## config.mk

```make
export PLATFORM = sky130hd
export DESIGN_NAME = traffic_light_seq
export DESIGN_NICKNAME = d
export VERILOG_FILES = /design/src/rtl/traffic_light_seq.sv
export SDC_FILE = /design/constraint.sdc
export NUM_CORES = 1
export LEC_CHECK = 0
export CORE_MARGIN = 2
export CORE_UTILIZATION = 60
export CTS_CLUSTER_DIAMETER = 30
export CTS_CLUSTER_SIZE = 30
export DETAILED_ROUTE_END_ITERATION = 8
export PLACE_DENSITY = 0.8
export REMOVE_ABC_BUFFERS = 1
export SLEW_MARGIN = 20
export SYNTH_ARGS = -nofsm -noshare
export SYNTH_HDL_FRONTEND = slang
export SYNTH_SLANG_ARGS = --single-unit
```

## constraint.sdc

```tcl
create_clock -name Clk -period 6.4 [get_ports Clk]
set_input_delay 1.28 -clock Clk [delete_from_list [all_inputs] [get_ports Clk]]
set_output_delay 1.28 -clock Clk [all_outputs]
set_load 0.005 [all_outputs]
```

## src/rtl/traffic_light_seq.sv

```systemverilog
// traffic_light_seq: RED/GREEN/YELLOW phase sequencer with pedestrian
// shortening and a RED/WHITE flash mode, feeding the colour mapper.
`timescale 1ns/1ps
module traffic_light_seq #(
  parameter int TICK_DIV  = 50000000,
  parameter int RED_T     = 8,
  parameter int GREEN_T   = 10,
  parameter int YELLOW_T  = 3,
  parameter int MIN_GREEN = 3
) (
  input  logic       Clk,
  input  logic       Rst_n,
  input  logic       i_enable,
  input  logic       i_ped_req,
  input  logic       i_fault,
  output logic [1:0] o_signal,
  output logic [7:0] o_remain,
  output logic       o_ped_ack,
  output logic       o_tick
);

  localparam int PW = $clog2(TICK_DIV);

  localparam logic [PW-1:0] P_LAST = PW'(TICK_DIV - 1);
  localparam logic [7:0] RED_L = 8'(RED_T - 1);
  localparam logic [7:0] GRN_L = 8'(GREEN_T - 1);
  localparam logic [7:0] YEL_L = 8'(YELLOW_T - 1);
  localparam logic [7:0] MG_L  = 8'(MIN_GREEN - 1);

  typedef enum logic [1:0] {
    S_RED,
    S_GREEN,
    S_YELLOW,
    S_FLASH
  } state_t;

  state_t        state_q, state_d;
  logic [7:0]    cnt_q, cnt_d;
  logic [PW-1:0] presc_q, presc_d;
  logic          ped_q, ped_d;
  logic          flash_q, flash_d;
  logic          ack_q, ack_d;
  logic          en_q;

  logic tick;
  logic last;
  logic ped_eff;

  // Enable is registered so o_tick stays a pure decode of flops.
  assign tick = en_q && (presc_q == P_LAST);
  assign last = (cnt_q == 8'd0);

  assign ped_eff = ped_q |
    (i_ped_req &
     ((state_q == S_GREEN) | (state_q == S_YELLOW)));

  always_ff @(posedge Clk or negedge Rst_n) begin
    if (!Rst_n) begin
      state_q <= S_RED;
      cnt_q   <= RED_L;
      presc_q <= '0;
      ped_q   <= 1'b0;
      flash_q <= 1'b0;
      ack_q   <= 1'b0;
      en_q    <= 1'b1;
    end else begin
      state_q <= state_d;
      cnt_q   <= cnt_d;
      presc_q <= presc_d;
      ped_q   <= ped_d;
      flash_q <= flash_d;
      ack_q   <= ack_d;
      en_q    <= i_enable;
    end
  end

  always_comb begin
    state_d = state_q;
    cnt_d   = cnt_q;
    presc_d = presc_q;
    ped_d   = ped_q;
    flash_d = flash_q;
    ack_d   = 1'b0;
    if (i_fault) begin
      state_d = S_FLASH;
      ped_d   = 1'b0;
      if (state_q != S_FLASH) begin
        presc_d = '0;
        flash_d = 1'b0;
      end else if (tick) begin
        presc_d = '0;
        flash_d = ~flash_q;
      end else if (en_q) begin
        presc_d = presc_q + PW'(1);
      end
    end else if (state_q == S_FLASH) begin
      state_d = S_RED;
      cnt_d   = RED_L;
      presc_d = '0;
      flash_d = 1'b0;
    end else if (en_q) begin
      presc_d = tick ? '0 : presc_q + PW'(1);
      ped_d   = ped_eff;
      unique case (state_q)
        S_RED: begin
          if (tick && last) begin
            state_d = S_GREEN;
            cnt_d   = GRN_L;
          end else if (tick) begin
            cnt_d = cnt_q - 8'd1;
          end
        end
        S_GREEN: begin
          if (tick && last) begin
            state_d = S_YELLOW;
            cnt_d   = YEL_L;
          end else if (ped_eff && (cnt_q > MG_L)) begin
            // Restart the prescaler so exactly MIN_GREEN full ticks remain.
            cnt_d   = MG_L;
            presc_d = '0;
          end else if (tick) begin
            cnt_d = cnt_q - 8'd1;
          end
        end
        S_YELLOW: begin
          if (tick && last) begin
            state_d = S_RED;
            cnt_d   = RED_L;
            ack_d   = ped_eff;
            ped_d   = 1'b0;
          end else if (tick) begin
            cnt_d = cnt_q - 8'd1;
          end
        end
        default: begin
        end
      endcase
    end
  end

  always_comb begin
    o_signal = 2'b00;
    unique case (1'b1)
      state_q == S_GREEN:  o_signal = 2'b10;
      state_q == S_YELLOW: o_signal = 2'b01;
      state_q == S_FLASH:  o_signal = {flash_q, flash_q};
      default:             o_signal = 2'b00;
    endcase
  end

  assign o_remain  = (state_q == S_FLASH) ? 8'd0 : cnt_q + 8'd1;
  assign o_ped_ack = ack_q;
  assign o_tick    = tick;

endmodule
```

==> PnR_summary.wiki <==
{| class="wikitable"
! Metric !! Value
|-
| Detailed-router iteration count before antenna repair || 5
|-
| Relative slew slack || 40.3%
|-
| Post-CTS resize count || 0
|-
| Power density relative to cell area || 314 nW/µm²
|-
| Clock slew at reported path FFs || 70 ps
|-
| Number of storage elements in the synthesis netlist || 40
|-
| Share of layout cells above drive strength 1 || 9.06%
|-
| Tot Pwr || 974 µW
|-
| Run status || finished, final reports clean
|-
| Global router's overall resource usage || 26.2%
|-
| Number of enable flip-flop cells after synthesis || 0
|-
| Global-route wire length before repair || 11200 µm
|-
| Antenna Diode Count || 0
|-
| Starting utilization of the core area || 62.2%
|-
| Critical register-to-register path startpoint || state_q[0]
|-
| Via count of the first global-routing pass || 2430
|-
| Unique masters post-synth || 69
|-
| Latest clock arrival within the worst-skew pair || 290 ps
|-
| Number of rows created at floorplan || 25
|-
| Type of the worst setup path || primary input to register
|-
| Hpwl dp || 4540 µm
|-
| Peak clock frequency supported by timing || 0.269 GHz
|-
| Capturing point of the worst reg2reg path || presc_q[20]
|-
| Aggregate global routing overflow || 0
|-
| Compound-Gate Fraction of Synth Area || 17.6%
|-
| Mux cell area share after synthesis || 1.76%
|-
| Static Leak || 1.25 nW
|-
| Count of port buffers added during placement || 16
|-
| Post-detailed-route via-to-cell ratio || 6.64
|-
| Post-DRT Antenna Nets || 0
|-
| Average detailed-routed wire length per instance || 16.9 µm
|-
| DR iter-0 viols || 203
|-
| Total die area || 5440 µm²
|-
| Number of buffers inserted to repair setup after CTS || 0
|-
| P&R area growth vs syn || 6.35%
|-
| # fillers || 392
|-
| Worst-case vdd ir drop || 184 µV
|-
| Antenna violations before repair || 0
|-
| Reg2Reg Setup Slack || 3370 ps
|-
| Average cell area after synthesis || 8.92 µm²
|-
| Number of nets in the layout || 346
|-
| Area of the core || 4690 µm²
|-
| Library cell contributing the largest single delay on the critical path || sky130_fd_sc_hd__clkdlybuf4s50_1
|-
| Cell type with the largest total area after synthesis || sky130_fd_sc_hd__dfrtp_1
|-
| CTS sink count || 40
|-
| Total Negative Setup Slacks || 0 ps
|-
| Required time at the worst-slack endpoint || 6580 ps
|-
| Number of buffers added by the clock tree synthesis step || 5
|-
| Crit Path Max Fanout || 19
|-
| Top FF cell, synth || sky130_fd_sc_hd__dfrtp_1
|-
| Final cell count without fillers || 385
|-
| Post-Synth Simple-Gate Area || 29.5%
|-
| Area share of fa/ha/maj cells after synthesis || 4.72%
|-
| Placed cell count || 377
|-
| Arr. time, crit path || 3900 ps
|-
| Area share of the largest cell type after synthesis || 30.9%
|-
| Dominant combinational cell family by area after synthesis || simple AND/OR/NAND/NOR gates
|-
| Final number of setup-violating endpoints || 0
|-
| Total via count after detailed routing || 2557
|-
| Pin count of the biggest net entering global routing || 41
|-
| Number of cell instances on the worst register-to-register path || 6
|-
| Hold Path Class || register to register
|-
| Most common cell in the synthesized netlist || sky130_fd_sc_hd__nor2_1
|-
| Ports || 17
|-
| Worst clock skew || 10.4 ps
|-
| Final Core Density || 66.1%
|-
| Final routed wirelength across all metal layers || 6490 µm
|-
| Share of flip-flops with an asynchronous set or reset || 100%
|-
| CTS Hold Bufs || 0
|-
| Hold Path Cell Cnt || 1
|-
| Slew at the pin with the worst max-slew slack || 895 ps
|-
| Maximum level of the CTS H-tree || 2
|-
| Worst hold endpoint || presc_q[6]
|-
| CTS Buffer Depth || 2
|-
| Slowest stage delay, CP || 670 ps
|-
| Ranking of synthesized cells by instance count || 37 x sky130_fd_sc_hd__nor2_1, 36 x sky130_fd_sc_hd__dfrtp_1, 23 x sky130_fd_sc_hd__nand2_1
|-
| Height of the die || 73.7 µm
|-
| CTS Root Cell || sky130_fd_sc_hd__clkbuf_8
|-
| Sequential Area || 1010 µm²
|-
| Cell area after synthesis || 2920 µm²
|-
| Buffers and inverters on the worst path || 1
|-
| Capturing element type of the critical path || register
|-
| Worst setup SP type || primary input
|-
| CP top delay family || compound AO/OA/AOI/OAI gates
|-
| Final count of pins violating max slew || 0
|-
| Unrepaired setup endpoints after global routing || false
|-
| Cell breakdown of the critical path || clkdlybuf4s50_1 -> a21bo_2 -> a311oi_1 -> or2_1 -> nor2_1 -> a41o_1
|-
| Final-report hold violation count || 0
|-
| Post-synthesis sequential area ratio || 34.5%
|-
| Leading cell types by total area after synthesis || sky130_fd_sc_hd__dfrtp_1 31%, sky130_fd_sc_hd__nor2_1 4.8%, sky130_fd_sc_hd__ha_1 4.7%, sky130_fd_sc_hd__dfstp_2 3.6%, sky130_fd_sc_hd__xor2_1 3.6%
|-
| Time the final worst path needs with I/O delays and setup || 3710 ps
|-
| Maximum Capacitance Violations || 0
|-
| Area taken by multi-input logic gates || 1750 µm²
|-
| Number of warnings printed during yosys synthesis || 0
|-
| XOR/XNOR share of the synthesized area || 6.30%
|-
| Routability-driven placement congestion ratio || 0.887
|-
| Final period util || 58.0%
|-
| CTS tree || done
|-
| Cell count after synthesis || 327
|-
| X dimension of the die || 73.7 µm
|-
| Hold path startpoint || presc_q[6]
|-
| Final routed DRC violation total || 0
|}
[worst max path at each step]
stage	startpoint	to	cells after the start
finish	i_fault	presc_q[20]	6
global route	i_fault	presc_q[20]	6
CTS	i_fault	presc_q[20]	6
detailed placement	i_fault	presc_q[20]	6
global placement	i_fault	presc_q[20]	6
floorplan	i_fault	presc_q[20]	5
[per-layer routing]
layer	vias to the layer above	global-route usage, %	part of all wire (%)
li1	1216	-	-
met1	1221	36.2	46
met2	109	42.6	46
met3	11	4.53	6.1
met4	0	7.07	1.6
met5	-	0	0
[registers in the layout (all words and copies together) (netlist names)]
name,cells
en_q,1
presc_q,26
cnt_q,8
o_ped_ack,1
state_q,2
ped_q,1
flash_q,1
[metrics by stage]
stage / hold slack, ps / area, µm² / setup slack (ps)
after floorplan: 459 / 2790 / 3670
after global placement: 489 / 3010 / 2610
after detailed placement: 515 / 3010 / 2500
after CTS: 527 / 3100 / 2750
after global routing: 552 / 3100 / 2500
final: 533 / 3100 / 2690
[cells in the final DEF, fill, tap and decap left out, drive strengths merged, types with 2 or more instances in the layout]
| cell type | n |
|---|---|
| nor3 | 9 |
| clkbuf | 8 |
| o31ai | 12 |
| inv | 10 |
| mux2i | 4 |
| or3 | 6 |
| o21ai | 7 |
| nand2b | 5 |
| xor2 | 12 |
| o211ai | 4 |
| nand4 | 7 |
| nand2 | 24 |
| a31oi | 7 |
| a21oi | 7 |
| or2 | 4 |
| and3 | 7 |
| nor4 | 11 |
| dfrtp | 36 |
| a21o | 3 |
| a22oi | 2 |
| dfstp | 4 |
| and4 | 6 |
| nor4b | 3 |
| and2 | 4 |
| nor2b | 4 |
| a311oi | 2 |
| a21boi | 2 |
| a22o | 5 |
| nor2 | 38 |
| xnor2 | 9 |
| ha | 11 |
| a31o | 2 |
| or4 | 5 |
| o32ai | 2 |
| nand3 | 17 |
| clkdlybuf4s50 | 15 |
[report_power, final]
group	leakage [nW]	switching [mW]	total, mW	internal (mW)
logic	0.670	0.284	0.467	0.183
clock network	0.0455	0.0878	0.176	0.0880
registers	0.537	0.0453	0.331	0.286
total	1.25	0.417	0.974	0.556
[logic make-up (layout without fill, tap and decap cells)]
kind of cell,after synthesis,in the layout
AND/OR/NAND/NOR,154,154
XOR/XNOR,21,21
adder cells (fa/ha/maj),11,11
buffers and inverters,30,34
AO/OA/AOI/OAI,66,66
flip-flops,40,40
multiplexers,5,5
[area by class of cell]
type | instances | area share (%)
clock buffer | 8 | 2.90
inverter | 10 | 1.21
multi-input combinational | 257 | 56.3
sequential | 40 | 32.4
tap | 54 | 2.18
timing repair buffer | 16 | 5.00
Power figures use the tool's default switching activity.
